### config.mk
export PLATFORM = sky130hd
export DESIGN_NAME = uart_cmd_wrapper
export DESIGN_NICKNAME = d
export VERILOG_FILES = /design/src/rtl/uart_cmd_pkg.sv /design/src/rtl/uart_rx_core.sv /design/src/rtl/uart_cmd_wrapper.sv
export SDC_FILE = /design/constraint.sdc
export NUM_CORES = 1
export LEC_CHECK = 0
export ABC_AREA = 1
export CAP_MARGIN = 20
export CORE_UTILIZATION = 30
export CTS_BUF_LIST = sky130_fd_sc_hd__clkbuf_8
export DETAILED_ROUTE_END_ITERATION = 10
export HOLD_SLACK_MARGIN = 0.1
export PLACE_DENSITY = 0.51
export REMOVE_ABC_BUFFERS = 1
export SLEW_MARGIN = 20
export SYNTH_ARGS = -nofsm -noshare
export SYNTH_HDL_FRONTEND = slang
export SYNTH_HIERARCHICAL = 1
export SYNTH_SLANG_ARGS = --single-unit
export TNS_END_PERCENT = 30
### constraint.sdc
create_clock -name clk -period 1.4 [get_ports clk]
set_clock_uncertainty 0.05 [all_clocks]
set_input_delay 0.14 -clock clk [delete_from_list [all_inputs] [get_ports clk]]
set_output_delay 0.14 -clock clk [all_outputs]
set_load 0.03 [all_outputs]
### src/rtl/uart_cmd_pkg.sv
// Shared types and constants for the UART command wrapper.
// The optional WAIT_LOW timeout is enabled by defining UART_CMD_TIMEOUT_EN.
`timescale 1ns/1ps
package uart_cmd_pkg;

  typedef enum logic {RX_IDLE, RX_RECV} rx_state_t;
  typedef enum logic {TX_IDLE, TX_TXING} tx_state_t;
  typedef enum logic {WAIT_HIGH, WAIT_LOW} asm_state_t;

  localparam int unsigned FRAME_BITS = 10;
  localparam logic [7:0]  RESP_ACK   = 8'hA5;

endpackage

### src/rtl/uart_rx_core.sv
// 8N1 UART receiver: RX synchronizer, mid-bit sampling with baud/bit counters,
// LSB-first shift register, one-cycle byte-valid and framing-error pulses.
`timescale 1ns/1ps
module uart_rx_core
  import uart_cmd_pkg::*;
#(
  parameter int unsigned BAUD_DIV = 2604
) (
  input  logic       clk,
  input  logic       rst,
  input  logic       rx,
  output logic [7:0] rx_byte,
  output logic       rx_byte_vld,
  output logic       frm_err,
  output logic       rx_start
);

  // state    | meaning
  // RX_IDLE  | line idle, watching for a falling edge
  // RX_RECV  | sampling start, 8 data and stop bits mid-bit
  localparam int unsigned CW = $clog2(BAUD_DIV + 1);
  localparam logic [CW-1:0] HALF_LOAD = CW'(BAUD_DIV / 2);
  localparam logic [CW-1:0] FULL_LOAD = CW'(BAUD_DIV);
  localparam logic [CW-1:0] CNT_ONE   = CW'(1);
  localparam logic [3:0]    LAST_BIT  = 4'(FRAME_BITS - 1);

  rx_state_t     state_q, state_d;
  logic          meta_q, meta_d;
  logic          sync_q, sync_d;
  logic          prev_q, prev_d;
  logic [CW-1:0] baud_q, baud_d;
  logic [3:0]    bit_q, bit_d;
  logic [7:0]    shift_q, shift_d;
  logic          vld_q, vld_d;
  logic          ferr_q, ferr_d;

  logic start_det;
  logic tick;
  logic last_bit;

  assign start_det = (state_q == RX_IDLE) && prev_q && !sync_q;
  assign tick      = (state_q == RX_RECV) && (baud_q == CNT_ONE);
  assign last_bit  = (bit_q == LAST_BIT);

  always_ff @(posedge clk or posedge rst) begin
    if (rst) begin
      state_q <= RX_IDLE;
      meta_q  <= 1'b1;
      sync_q  <= 1'b1;
      prev_q  <= 1'b1;
      baud_q  <= '0;
      bit_q   <= '0;
      shift_q <= '0;
      vld_q   <= 1'b0;
      ferr_q  <= 1'b0;
    end else begin
      state_q <= state_d;
      meta_q  <= meta_d;
      sync_q  <= sync_d;
      prev_q  <= prev_d;
      baud_q  <= baud_d;
      bit_q   <= bit_d;
      shift_q <= shift_d;
      vld_q   <= vld_d;
      ferr_q  <= ferr_d;
    end
  end

  // A start bit that reads high on its mid-bit sample is a glitch, not a frame.
  always_comb begin
    state_d = state_q;
    case (state_q)
      RX_IDLE: if (start_det) state_d = RX_RECV;
      RX_RECV: if (tick && ((bit_q == 4'd0 && sync_q) || last_bit)) state_d = RX_IDLE;
      default: state_d = RX_IDLE;
    endcase
  end

  always_comb begin
    meta_d  = rx;
    sync_d  = meta_q;
    prev_d  = sync_q;
    baud_d  = baud_q;
    bit_d   = bit_q;
    shift_d = shift_q;
    vld_d   = 1'b0;
    ferr_d  = 1'b0;
    if (start_det) begin
      baud_d = HALF_LOAD;
      bit_d  = '0;
    end else if (state_q == RX_RECV) begin
      if (tick) begin
        baud_d = FULL_LOAD;
        bit_d  = bit_q + 4'd1;
        if (bit_q != 4'd0 && !last_bit) shift_d = {sync_q, shift_q[7:1]};
        if (last_bit) begin
          vld_d  = sync_q;
          ferr_d = !sync_q;
        end
      end else begin
        baud_d = baud_q - CNT_ONE;
      end
    end
  end

  assign rx_byte     = shift_q;
  assign rx_byte_vld = vld_q;
  assign frm_err     = ferr_q;
  assign rx_start    = start_det;

endmodule

### src/rtl/uart_cmd_wrapper.sv
// UART command responder: pairs received bytes into 16-bit commands and
// serializes response bytes. Define UART_CMD_TIMEOUT_EN for the WAIT_LOW timeout.
`timescale 1ns/1ps
module uart_cmd_wrapper
  import uart_cmd_pkg::*;
#(
  parameter int unsigned BAUD_DIV     = 2604,
  parameter int unsigned TIMEOUT_CLKS = 1000000
) (
  input  logic        clk,
  input  logic        rst,
  input  logic        RX,
  output logic        TX,
  output logic [15:0] cmd,
  output logic        cmd_rdy,
  input  logic        clr_cmd_rdy,
  input  logic [7:0]  resp,
  input  logic        trmt,
  output logic        tx_done,
  output logic        frm_err
);

  // state     | meaning
  // WAIT_HIGH | expecting the high command byte
  // WAIT_LOW  | high byte held, expecting the low byte
  // TX_IDLE   | TX line high, accepting trmt
  // TX_TXING  | shifting the 10-bit frame out
  localparam int unsigned CW = $clog2(BAUD_DIV + 1);
  localparam logic [CW-1:0] FULL_LOAD = CW'(BAUD_DIV);
  localparam logic [CW-1:0] CNT_ONE   = CW'(1);
  localparam logic [3:0]    LAST_BIT  = 4'(FRAME_BITS - 1);

  logic [7:0] rx_byte;
  logic       rx_byte_vld;
  logic       rx_start;

  uart_rx_core #(.BAUD_DIV(BAUD_DIV)) u_rx (
    .clk        (clk),
    .rst        (rst),
    .rx         (RX),
    .rx_byte    (rx_byte),
    .rx_byte_vld(rx_byte_vld),
    .frm_err    (frm_err),
    .rx_start   (rx_start)
  );

  asm_state_t asm_state_q, asm_state_d;
  logic [7:0]  hi_q, hi_d;
  logic [15:0] cmd_q, cmd_d;
  logic        cmd_rdy_q, cmd_rdy_d;
  logic        timeout;

  always_ff @(posedge clk or posedge rst) begin
    if (rst) begin
      asm_state_q <= WAIT_HIGH;
      hi_q        <= '0;
      cmd_q       <= '0;
      cmd_rdy_q   <= 1'b0;
    end else begin
      asm_state_q <= asm_state_d;
      hi_q        <= hi_d;
      cmd_q       <= cmd_d;
      cmd_rdy_q   <= cmd_rdy_d;
    end
  end

  always_comb begin
    asm_state_d = asm_state_q;
    case (asm_state_q)
      WAIT_HIGH: if (rx_byte_vld) asm_state_d = WAIT_LOW;
      WAIT_LOW:  if (rx_byte_vld || frm_err || timeout) asm_state_d = WAIT_HIGH;
      default:   asm_state_d = WAIT_HIGH;
    endcase
  end

  // A new start edge retires the old command; completion outranks any clear.
  always_comb begin
    hi_d      = hi_q;
    cmd_d     = cmd_q;
    cmd_rdy_d = cmd_rdy_q;
    if (rx_start || clr_cmd_rdy) cmd_rdy_d = 1'b0;
    if (asm_state_q == WAIT_HIGH && rx_byte_vld) hi_d = rx_byte;
    if (asm_state_q == WAIT_LOW && rx_byte_vld) begin
      cmd_d     = {hi_q, rx_byte};
      cmd_rdy_d = 1'b1;
    end
  end

`ifdef UART_CMD_TIMEOUT_EN
  localparam logic [31:0] TO_LAST = 32'(TIMEOUT_CLKS - 1);
  logic [31:0] to_cnt_q, to_cnt_d;

  always_ff @(posedge clk or posedge rst) begin
    if (rst) to_cnt_q <= '0;
    else     to_cnt_q <= to_cnt_d;
  end

  always_comb begin
    to_cnt_d = '0;
    if (asm_state_q == WAIT_LOW && asm_state_d == WAIT_LOW) to_cnt_d = to_cnt_q + 32'd1;
  end

  assign timeout = (asm_state_q == WAIT_LOW) && (to_cnt_q == TO_LAST);
`else
  assign timeout = 1'b0;
`endif

  assign cmd     = cmd_q;
  assign cmd_rdy = cmd_rdy_q;

  tx_state_t     tx_state_q, tx_state_d;
  logic [9:0]    tx_shift_q, tx_shift_d;
  logic [CW-1:0] tx_baud_q, tx_baud_d;
  logic [3:0]    tx_bit_q, tx_bit_d;
  logic          tx_done_q, tx_done_d;
  logic          tx_tick;
  logic          tx_last;

  assign tx_tick = (tx_state_q == TX_TXING) && (tx_baud_q == CNT_ONE);
  assign tx_last = (tx_bit_q == LAST_BIT);

  always_ff @(posedge clk or posedge rst) begin
    if (rst) begin
      tx_state_q <= TX_IDLE;
      tx_shift_q <= '1;
      tx_baud_q  <= '0;
      tx_bit_q   <= '0;
      tx_done_q  <= 1'b0;
    end else begin
      tx_state_q <= tx_state_d;
      tx_shift_q <= tx_shift_d;
      tx_baud_q  <= tx_baud_d;
      tx_bit_q   <= tx_bit_d;
      tx_done_q  <= tx_done_d;
    end
  end

  always_comb begin
    tx_state_d = tx_state_q;
    case (tx_state_q)
      TX_IDLE:  if (trmt) tx_state_d = TX_TXING;
      TX_TXING: if (tx_tick && tx_last) tx_state_d = TX_IDLE;
      default:  tx_state_d = TX_IDLE;
    endcase
  end

  // trmt during TX_TXING falls through untouched: no queueing.
  always_comb begin
    tx_shift_d = tx_shift_q;
    tx_baud_d  = tx_baud_q;
    tx_bit_d   = tx_bit_q;
    tx_done_d  = 1'b0;
    if (tx_state_q == TX_IDLE) begin
      if (trmt) begin
        tx_shift_d = {1'b1, resp, 1'b0};
        tx_baud_d  = FULL_LOAD;
        tx_bit_d   = '0;
      end
    end else if (tx_tick) begin
      tx_shift_d = {1'b1, tx_shift_q[9:1]};
      tx_baud_d  = FULL_LOAD;
      tx_bit_d   = tx_bit_q + 4'd1;
      tx_done_d  = tx_last;
    end else begin
      tx_baud_d = tx_baud_q - CNT_ONE;
    end
  end

  assign TX      = (tx_state_q == TX_TXING) ? tx_shift_q[0] : 1'b1;
  assign tx_done = tx_done_q;

endmodule

==> impl_metrics.yaml, run 1 <==
outcome:
  status: "finished, violations left"
  violations: "negative setup slack"
clock_network:
  cts_tree: "built"
  cts-buffers-inserted: 9
  cts_root_buffer: "clkbuf_8"
  clock_path_buffers: 2
  clock_latency_ns: 0.36
  clkTransAtPathRegs_ns: 0.08
  htreeDepth: 3
  cts_sinks: 83
floorplan:
  initial_utilization: 0.310
  chipHeight_um: 117
  pin_count: 33
  dieWidth_um: 117
  die_area_um2: 13600
  num_rows: 41
  coreArea_um2: 12700
cells_and_area:
  final_cells: 724
  multi_input_area_um2: 1910
  n_antenna_cell: 0
  finalNetCount: 569
  fillers: 1304
  area_delta_synth_final_pct: 39.0
  seq_area_um2: 2090
  drive_gt1_frac: 0.317
power_and_ir_drop:
  p_leak_uw: 0.00266
  fin_total_pwr_uw: 7660
  peakVddDrop_mv: 0.546
  power.density_nw_per_um2: 1400
sta:
  holdWs_ns: 0.124
  drv_slew: 0
  setup_ws_ns: -0.129
  worstMarginPinSlew_ns: 0.499
  timing.fmax_mhz: 654
  finalSetupTns_ns: -2.11
  rsz0062_at_grt: "yes"
  finalCritPeriodShare: 1.09
  max_slew_margin: 0.667
  hold_viol: 0
  finalSetupViolations: 36
  period_needed_ns: 1.53
worst_setup_path:
  slowest_delay_ns: 0.40
  cp-start-kind: "flop"
  cp_cell_sequence: "inv_2 > ha_4 > nand2_4 > nor2_4 > nand3b_4 > buf_6 > nor2_4 > nand2_1 > nand2_1"
  cp-end-kind: "flop"
  crit_fanout: 8
  worstPathRequired_ns: 1.65
  crit_arrival_ns: 1.78
  crit_type: "reg -> reg"
  cp_slowest_cell: "dfrtp_1"
grt:
  grt_max_degree: 54
  antenna_found_initial: 0
  grt_pass1_vias: 3137
  grt_overflow: 0
  track_usage: 0.140
  grt_pass1_wl_um: 14700
routing:
  post_drt_wl_per_cell_um: 12.2
  finalWirelength_um: 8850
  ant_nets: 0
  dr.first_iter.drc_count: 155
  drc: 0
  firstDrtPassIters: 4
  via_count: 3217
  via_per_inst: 4.44
synthesis:
  synth_cell_types: 36
  yosys_warnings: 6
  synth_cells: 449
  syn_area_per_cell_um2: 8.78
  yosysSeqAreaShare: 0.531
  ys_ff_latch: 83
  syn_area_um2: 3940
place:
  dpl.cell_count: 697
  hpwl_um: 5980
  port_buffers: 32
  routabilityCongestion: 0.824
hold_path:
  hold_path.class: "in -> async"
job:
  maxCapViolCount: 0
==> repair_timing <==
item / in CTS / in global routing
pin swaps: 9 / 26
resized for setup: 50 / 61
cloned: 1 / 1
hold buffers: 0 / 0
endpoints found under the setup margin: 71 / 55
buffers inserted: 5 / 4
==> placed cells by master, fill, tap and decap left out, types with 6 or more instances in the layout <==
cell	count
nor2_4	11
mux2_2	8
nor2_1	25
nand2_4	6
clkdlybuf4s50_1	12
xor2_1	10
clkbuf_8	12
inv_1	46
o21ai_2	10
nand3_1	25
dfrtp_1	70
buf_4	55
dfstp_2	12
nand2_2	8
nand2_1	108
nand3_2	10
o21ai_1	12
o21ai_0	33
dlygate4sd2_1	18
inv_2	9
==> cells in the mapped netlist <==
cell type | count | share of area
nand2_1 | 118 | 0.11
dfrtp_1 | 71 | 0.45
inv_1 | 49 | 0.047
o21ai_0 | 44 | 0.056
nand3_1 | 35 | 0.044
nor2_1 | 33 | 0.031
dfstp_2 | 12 | 0.080
xor2_1 | 10 | 0.022
ha_1 | 9 | 0.029
o21ai_1 | 9 | 0.011
mux2_2 | 8 | 0.023
inv_2 | 6 | 0.0057
nor2_2 | 5 | 0.0079
a21oi_1 | 4 | 0.0051
nor3_1 | 4 | 0.0051
clkbuf_1 | 3 | 0.0029
nand2_4 | 3 | 0.0086
o22ai_1 | 3 | 0.0048
buf_6 | 2 | 0.0057
nand2_2 | 2 | 0.0032
nand4_1 | 2 | 0.0032
nor2_4 | 2 | 0.0057
o21ai_2 | 2 | 0.0044
and2_1 | 1 | 0.0016
buf_12 | 1 | 0.0051
buf_2 | 1 | 0.0013
buf_4 | 1 | 0.0019
inv_6 | 1 | 0.0022
nand3_2 | 1 | 0.0025
nand3b_1 | 1 | 0.0019
nand3b_4 | 1 | 0.0051
o211ai_1 | 1 | 0.0019
o21bai_1 | 1 | 0.0019
o31ai_1 | 1 | 0.0019
or2_2 | 1 | 0.0016
xnor2_1 | 1 | 0.0022
==> cell type report <==
cell class              count  share of cell area
repair buffers             93               0.150
clock buffers              12              0.0302
flip-flops and latches     83               0.382
multi-input cells         304               0.348
well taps                 172              0.0393
clock inverters             4             0.00868
inverters                  56              0.0411
==> worst paths after layout <==
| check | from | endpoint | slack (ns) | cells past startpoint |
|---|---|---|---|---|
| max in group asynchronous | rst | tx_shift_q[1]$_DFFE_PP1P_ | 0.89 | 3 |
| setup reg to reg | u_rx/baud_q[1]$_DFFE_PP0P_ | u_rx/rx_byte[1]$_DFFE_PP0P_ | -0.13 | 9 |
| setup / recovery | u_rx/baud_q[1]$_DFFE_PP0P_ | u_rx/rx_byte[1]$_DFFE_PP0P_ | -0.13 | 9 |
| hold / removal | rst | u_rx/baud_q[11]$_DFFE_PP0P_ | 0.12 | 3 |
| hold reg to reg | u_rx/meta_q$_DFF_PP1_ | u_rx/prev_d$_DFF_PP1_ | 0.31 | 0 |
| min in group clk | RX | u_rx/meta_q$_DFF_PP1_ | 0.14 | 1 |
==> through the flow <==
step	utilization	setup slack, ns	cell area (µm²)
after floorplan	-	-0.0613	3870
after global placement	0.380	-0.0744	4840
after detailed placement	0.380	-0.146	4840
after CTS	0.407	-0.120	5180
after global routing	0.430	-0.210	5480
final	0.430	-0.129	5480
==> layer usage <==
layer / vias up / part of all wire / GRT usage
met3: 11 / 0.025 / 0.0322
met5: - / 0 / 0
met1: 1538 / 0.47 / 0.177
li1: 1637 / - / -
met4: 0 / 0.015 / 0.0532
met2: 31 / 0.49 / 0.231
==> logic make-up after synthesis <==
group                    Yosys count  synth area share
multiplexers                       8            0.0229
AND/OR/NAND/NOR                  209             0.235
adder cells (fa/ha/maj)            9            0.0286
XOR/XNOR                          11            0.0244
flip-flops                        83             0.531
AO/OA/AOI/OAI                     65            0.0873
buffers and inverters             64            0.0714
==> sequential cells by signal (all words and copies together), names as in the netlist <==
signal            flops
u_rx/rx_byte          8
u_rx/baud_q          12
asm_state_q           1
tx_bit_q              4
u_rx/state_q          1
u_rx/rx_byte_vld      1
u_rx/frm_err          1
tx_state_q            1
tx_shift_q            9
tx_baud_q            12
u_rx/prev_d           1
hi_q                  8
u_rx/meta_q           1
tx_done               1
cmd                  16
cmd_rdy               1
u_rx/prev_q           1
u_rx/bit_q            4
==> power breakdown <==
part | internal [µW] | total (µW) | switching, µW
Combinational | 1270 | 2740 | 1470
Sequential | 2790 | 3090 | 292
Clock | 968 | 1830 | 864
==> worst max-delay path, delay by kind of cell (launching register included) <==
| family | cells | cell delay [ns] |
|---|---|---|
| buffers and inverters | 2 | 0.26 |
| adder cells (fa/ha/maj) | 1 | 0.15 |
| flip-flops | 1 | 0.40 |
| AND/OR/NAND/NOR | 6 | 0.60 |
Note: power is estimated with default switching activity, not from simulation.
==> inputs of run 2 (changes only) <==
--- a/config.mk
+++ b/config.mk
@@ -6,6 +6,7 @@
 export NUM_CORES = 1
 export LEC_CHECK = 0
 export ABC_AREA = 1
+export ABC_CLOCK_PERIOD_IN_PS = 1400
 export CAP_MARGIN = 20
 export CORE_UTILIZATION = 30
 export CTS_BUF_LIST = sky130_fd_sc_hd__clkbuf_8
@@ -18,4 +19,3 @@
 export SYNTH_HDL_FRONTEND = slang
 export SYNTH_HIERARCHICAL = 1
 export SYNTH_SLANG_ARGS = --single-unit
-export TNS_END_PERCENT = 30
==> run 2 against run 1 <==
Effect of this change:
- the flow still finishes with violations (negative setup slack)
- setup slack better by 0.022 ns
- cell area rose by 2.3%
- clock power barely moved
- flip-flop and latch count unchanged
- global-route usage is 0.33 points higher
- sequential power is essentially flat
- die area is the same
- via count increased by 1.2%
- maximum frequency up 1.5%
- combinational power up 5%
- register-to-register slack gained 0.02 ns
- clock-buffer cell count is the same
==> impl_metrics.yaml, run 2 (synthesis gave the netlist of run 1 again) <==
place:
  routabilityCongestion: 0.824
  port_buffers: 32
  dpl.cell_count: 697
  postPlaceCellArea_um2: 4840
  hpwl_um: 5980
  dp_slack_ns: -0.146
cells_and_area:
  drive_gt1_frac: 0.357
  fillers: 1288
  n_antenna_cell: 0
  multi_input_area_um2: 2010
  final_common_cell: "nand2_1"
  final_cells: 729
  mostFrequentLayoutCells: "nand2_1, dfrtp_1, buf_4, inv_1, o21ai_0"
  finalNetCount: 574
  seq_area_um2: 2090
  area_delta_synth_final_pct: 42.2
  largest_register_ffs: 16
  final_cell_area_um2: 5600
routing:
  wl_met1_um: 4240
  via_count: 3254
  dr.first_iter.drc_count: 188
  post_drt_wl_per_cell_um: 12.5
  via_per_inst: 4.46
  wl_met3_um: 224
  drc: 0
  dr_wl_met2_um: 4520
  firstDrtPassIters: 5
  finalWirelength_um: 9110
  routed.top_layer: "met4"
  ant_nets: 0
floorplan:
  die_area_um2: 13600
  initial_utilization: 0.310
  chipHeight_um: 117
  coreArea_um2: 12700
  pin_count: 33
  dieWidth_um: 117
  num_rows: 41
clock_network:
  cts-buffers-inserted: 9
  cts_tree: "built"
  clock_latency_ns: 0.36
  cts_sinks: 83
  clock_path_buffers: 2
  htreeDepth: 3
  cts.hold.buffers_added: 0
  clkTransAtPathRegs_ns: 0.09
  cts_root_buffer: "clkbuf_8"
sta:
  finalCritPeriodShare: 1.08
  setup_ws_ns: -0.107
  period_needed_ns: 1.51
  worstMarginPinSlew_ns: 0.500
  max_slew_margin: 0.666
  holdWs_ns: 0.125
  hold_viol: 0
  drv_slew: 0
  finalSetupViolations: 34
  timing.fmax_mhz: 663
  rsz0062_at_grt: "yes"
worst_setup_path:
  crit_arrival_ns: 1.76
  crit_type: "reg -> reg"
  cp-start-kind: "flop"
  cp-end-kind: "flop"
  crit_fanout: 8
  worstPathRequired_ns: 1.65
grt:
  grt_pass1_vias: 3232
  antenna_found_initial: 0
  track_usage: 0.143
  grt_overflow: 0
  grt_max_degree: 54
  grt_pass1_wl_um: 15100
power_and_ir_drop:
  power.density_nw_per_um2: 1400
  peakVddDrop_mv: 0.544
  p_leak_uw: 0.00273
hold_path:
  hold_path.class: "in -> async"
outcome:
  violations: "negative setup slack"
  status: "finished, violations left"
job:
  maxCapViolCount: 0
run 2: cell count changes in the layout (fill, tap and decap cells not counted), moves of 4 or more:
| cell | before | now |
|---|---|---|
| nand2_1 | 108 | 100 |
| nor2_1 | 25 | 17 |
| buf_6 | 2 | 6 |
| o21ai_1 | 12 | 16 |
| nand2_2 | 8 | 15 |
| o21ai_0 | 33 | 29 |
| nor2_2 | 4 | 12 |
run 2: timing repair:
| action | in CTS | in global routing |
|---|---|---|
| gates cloned | 3 | 1 |
| setup endpoints to repair | 71 | 54 |
| resized for setup | 73 | 70 |
| buffers inserted | 9 | 3 |
| pin swaps | 22 | 30 |
run 2: routing by layer:
| metal | up-vias | GRT usage |
|---|---|---|
| li1 | 1649 | - |
| met1 | 1561 | 0.179 |
| met2 | 32 | 0.239 |
| met3 | 12 | 0.0327 |
| met4 | 0 | 0.0557 |
| met5 | - | 0 |
run 2: per-stage QoR:
step / total power (µW) / utilization / setup TNS, ns
global route: 8350 / 0.441 / -5.27
CTS: 7520 / 0.418 / -1.07
finish: 7830 / 0.441 / -2.00
global placement: 5260 / 0.380 / -1.01
detailed placement: 5300 / 0.380 / -3.17
floorplan: 4320 / - / -2.75
run 2: area by class of cell:
cell class,instances,area share
flip-flops and latches,83,0.374
multi-input cells,306,0.359
repair buffers,96,0.151
inverters,56,0.0393
well taps,172,0.0384
clock buffers,12,0.0295
clock inverters,4,0.00848
run 2: power breakdown:
| group | switching [µW] | internal (µW) |
|---|---|---|
| Combinational | 1520 | 1350 |
| Sequential | 317 | 2800 |
| Clock | 873 | 968 |
run 2: worst paths after layout:
| check | from | to | slack, ns | cells after the start |
|---|---|---|---|---|
| max | u_rx/baud_q[1]$_DFFE_PP0P_ | u_rx/rx_byte[1]$_DFFE_PP0P_ | -0.11 | 9 |
| max reg2reg | u_rx/baud_q[1]$_DFFE_PP0P_ | u_rx/rx_byte[1]$_DFFE_PP0P_ | -0.11 | 9 |
| min | rst | u_rx/baud_q[11]$_DFFE_PP0P_ | 0.12 | 3 |
| min in group clk | RX | u_rx/meta_q$_DFF_PP1_ | 0.14 | 1 |
| min reg2reg | u_rx/meta_q$_DFF_PP1_ | u_rx/prev_d$_DFF_PP1_ | 0.31 | 0 |
| max in group asynchronous | rst | tx_shift_q[7]$_DFFE_PP1P_ | 0.89 | 3 |
run 2: worst max-delay path: stages (launching register included):
cell and delay (ns):
dfrtp_1 0.40, inv_2 0.08, ha_4 0.14, nand2_4 0.05
nor2_4 0.10, nand3b_4 0.12, buf_6 0.16, nor2_4 0.19
nand2_1 0.08, nand2_1 0.06
==> inputs of run 3 (changes only) <==
--- a/config.mk
+++ b/config.mk
@@ -8,11 +8,12 @@
 export ABC_AREA = 1
 export ABC_CLOCK_PERIOD_IN_PS = 1400
 export CAP_MARGIN = 20
-export CORE_UTILIZATION = 30
+export CORE_MARGIN = 4
+export CORE_UTILIZATION = 45
 export CTS_BUF_LIST = sky130_fd_sc_hd__clkbuf_8
 export DETAILED_ROUTE_END_ITERATION = 10
 export HOLD_SLACK_MARGIN = 0.1
-export PLACE_DENSITY = 0.51
+export PLACE_DENSITY = 0.7
 export REMOVE_ABC_BUFFERS = 1
 export SLEW_MARGIN = 20
 export SYNTH_ARGS = -nofsm -noshare
==> run 3 against run 2 <==
Effect of this change:
- the run still ends with negative setup slack left
- non-clock buffer count up 6
- worst hold slack better by 0.020 ns
- routed wire length up 13%
- first-iteration DRC count shrank 18%
- die area is 24% lower
- critical path type unchanged
==> impl_metrics.yaml, run 3 (synthesis gave the netlist of run 1 again) <==
outcome:
  status: "finished, violations left"
  violations: "negative setup slack"
grt:
  grt_pass1_vias: 3373
  track_usage: 0.191
  grt_max_degree: 34
  antenna_found_initial: 0
  grt_pass1_wl_um: 15600
  grt_overflow: 0
clock_network:
  cts-buffers-inserted: 9
  cts_sinks: 83
  cts_root_buffer: "clkbuf_8"
  clock_latency_ns: 0.35
  htreeDepth: 3
  cts_tree: "built"
  clkTransAtPathRegs_ns: 0.09
  clock_path_buffers: 2
worst_setup_path:
  cp_cell_sequence: "inv_2 > ha_4 > nand3_4 > nor2_4 > nand2_4 > nand2_8 > buf_12 > inv_8 > nand2_4 > o21ai_2"
  reg2regPathDepth: 10
  endpoint: "tx_bit_q[0]$_DFFE_PP0P_"
  slowest_delay_ns: 0.39
  r2r-start: "tx_baud_q[1]$_DFFE_PP0P_"
  crit_arrival_ns: 1.68
  rrSetupSlack_ns: -0.1
  worstPathRequired_ns: 1.58
  cp-start-kind: "flop"
  crit_type: "reg -> reg"
  crit_fanout: 8
  cp-end-kind: "flop"
  cp_slowest_cell: "dfrtp_1"
  crit_start: "tx_baud_q[1]$_DFFE_PP0P_"
  r2r_end: "tx_bit_q[0]$_DFFE_PP0P_"
  worst_path_most_repeated_cell: "nand2_4"
sta:
  finalCritPeriodShare: 1.07
  finalSetupViolations: 43
  hold_viol: 0
  max_slew_margin: 0.662
  timing.fmax_mhz: 668
  period_needed_ns: 1.50
  worstMarginPinSlew_ns: 0.505
  drv_slew: 0
  setup_ws_ns: -0.0978
  rsz0062_at_grt: "yes"
power_and_ir_drop:
  p_leak_uw: 0.00282
  fin_total_pwr_uw: 8570
  power.density_nw_per_um2: 1500
  peakVddDrop_mv: 0.966
floorplan:
  num_rows: 33
  chipHeight_um: 102
  die_area_um2: 10300
  coreArea_um2: 8380
  initial_utilization: 0.470
  dieWidth_um: 102
  pin_count: 33
place:
  routabilityCongestion: 0.879
  hpwl_um: 6050
  port_buffers: 32
  dpl.cell_count: 630
  postPlaceCellArea_um2: 4760
routing:
  drc: 0
  dr.first_iter.drc_count: 155
  finalWirelength_um: 10300
  via_per_inst: 5.22
  post_drt_wl_per_cell_um: 15.5
  via_count: 3473
  ant_nets: 0
  firstDrtPassIters: 4
job:
  maxCapViolCount: 0
cells_and_area:
  largest_register_ffs: 16
  mostFrequentLayoutCells: "nand2_1, dfrtp_1, buf_4, inv_1, o21ai_0"
  drive_gt1_frac: 0.382
  final_cell_area_um2: 5720
  finalNetCount: 577
  final_common_cell: "nand2_1"
  n_antenna_cell: 0
  fin_util: 0.683
  area_delta_synth_final_pct: 45.2
  final_cells: 665
hold_path:
  hold_path.class: "in -> reg"
-- run 3: cell count changes in the layout (fill, tap and decap cells not counted), moves of 5 or more --
cell,previous run,this run
buf_4,55,47
buf_6,6,16
nand2_4,6,14
nand2_8,6,1
nand3_1,26,20
nand3_2,8,14
nor2_2,12,6
o21ai_1,16,10
o21ai_2,10,16
-- run 3: worst max-delay path, delay by kind of cell, from the launching register on --
family	cells	cell delay [ns]
adder cells (fa/ha/maj)	1	0.15
flip-flops	1	0.39
AND/OR/NAND/NOR	5	0.48
AO/OA/AOI/OAI	1	0.05
buffers and inverters	3	0.25
-- run 3: area by class of cell --
| class | count | area [µm²] |
|---|---|---|
| Clock buffer | 10 | 138 |
| Clock inverter | 6 | 113 |
| Fill cell | 594 | 2660 |
| Inverter | 56 | 223 |
| Multi-Input combinational cell | 303 | 2050 |
| Sequential cell | 83 | 2090 |
| Tap cell | 105 | 131 |
| Timing Repair Buffer | 102 | 971 |
-- run 3: report_power, final --
part	internal [µW]	switching [µW]	total [µW]
logic	1520	1800	3310
registers	2790	352	3150
clock network	1240	868	2110
total	5550	3020	8570
-- run 3: per-stage QoR --
| step | hold WS (ns) | worst slack (ns) | TNS (ns) |
|---|---|---|---|
| 2_1_floorplan | 0.0945 | -0.0613 | -2.75 |
| 3_3_place_gp | 0.297 | -0.0698 | -1.02 |
| 3_5_place_dp | 0.299 | -0.134 | -2.71 |
| 4_1_cts | 0.125 | -0.119 | -1.34 |
| 5_1_grt | 0.135 | -0.161 | -4.91 |
| 6_report | 0.144 | -0.0978 | -2.15 |
-- run 3: how the worst min path moves through the flow --
| stage | slack (ns) | endpoint | cells after the start | startpoint |
|---|---|---|---|---|
| after floorplan | 0.09 | u_rx/meta_q$_DFF_PP1_ | 0 | RX |
| after global placement | 0.30 | u_rx/prev_d$_DFF_PP1_ | 0 | u_rx/meta_q$_DFF_PP1_ |
| after detailed placement | 0.30 | u_rx/prev_d$_DFF_PP1_ | 0 | u_rx/meta_q$_DFF_PP1_ |
| after CTS | 0.12 | u_rx/meta_q$_DFF_PP1_ | 1 | RX |
| after global routing | 0.14 | u_rx/meta_q$_DFF_PP1_ | 1 | RX |
| final | 0.14 | u_rx/meta_q$_DFF_PP1_ | 1 | RX |
-- run 3: routing by layer --
metal | global-route usage | wire (µm) | vias to the layer above
met1 | 0.235 | 4150 | 1713
li1 | - | - | 1657
met2 | 0.330 | 5550 | 72
met4 | 0.0634 | 321 | 0
met5 | 0 | 0 | -
met3 | 0.0448 | 315 | 31
-- run 3: repair_timing --
action,CTS,global route
setup endpoints to repair,64,55
hold buffers,1,0
setup buffers,7,10
endpoints found under the hold margin,2,0
resized for setup,81,94
gates cloned,2,0
pin swaps,24,39
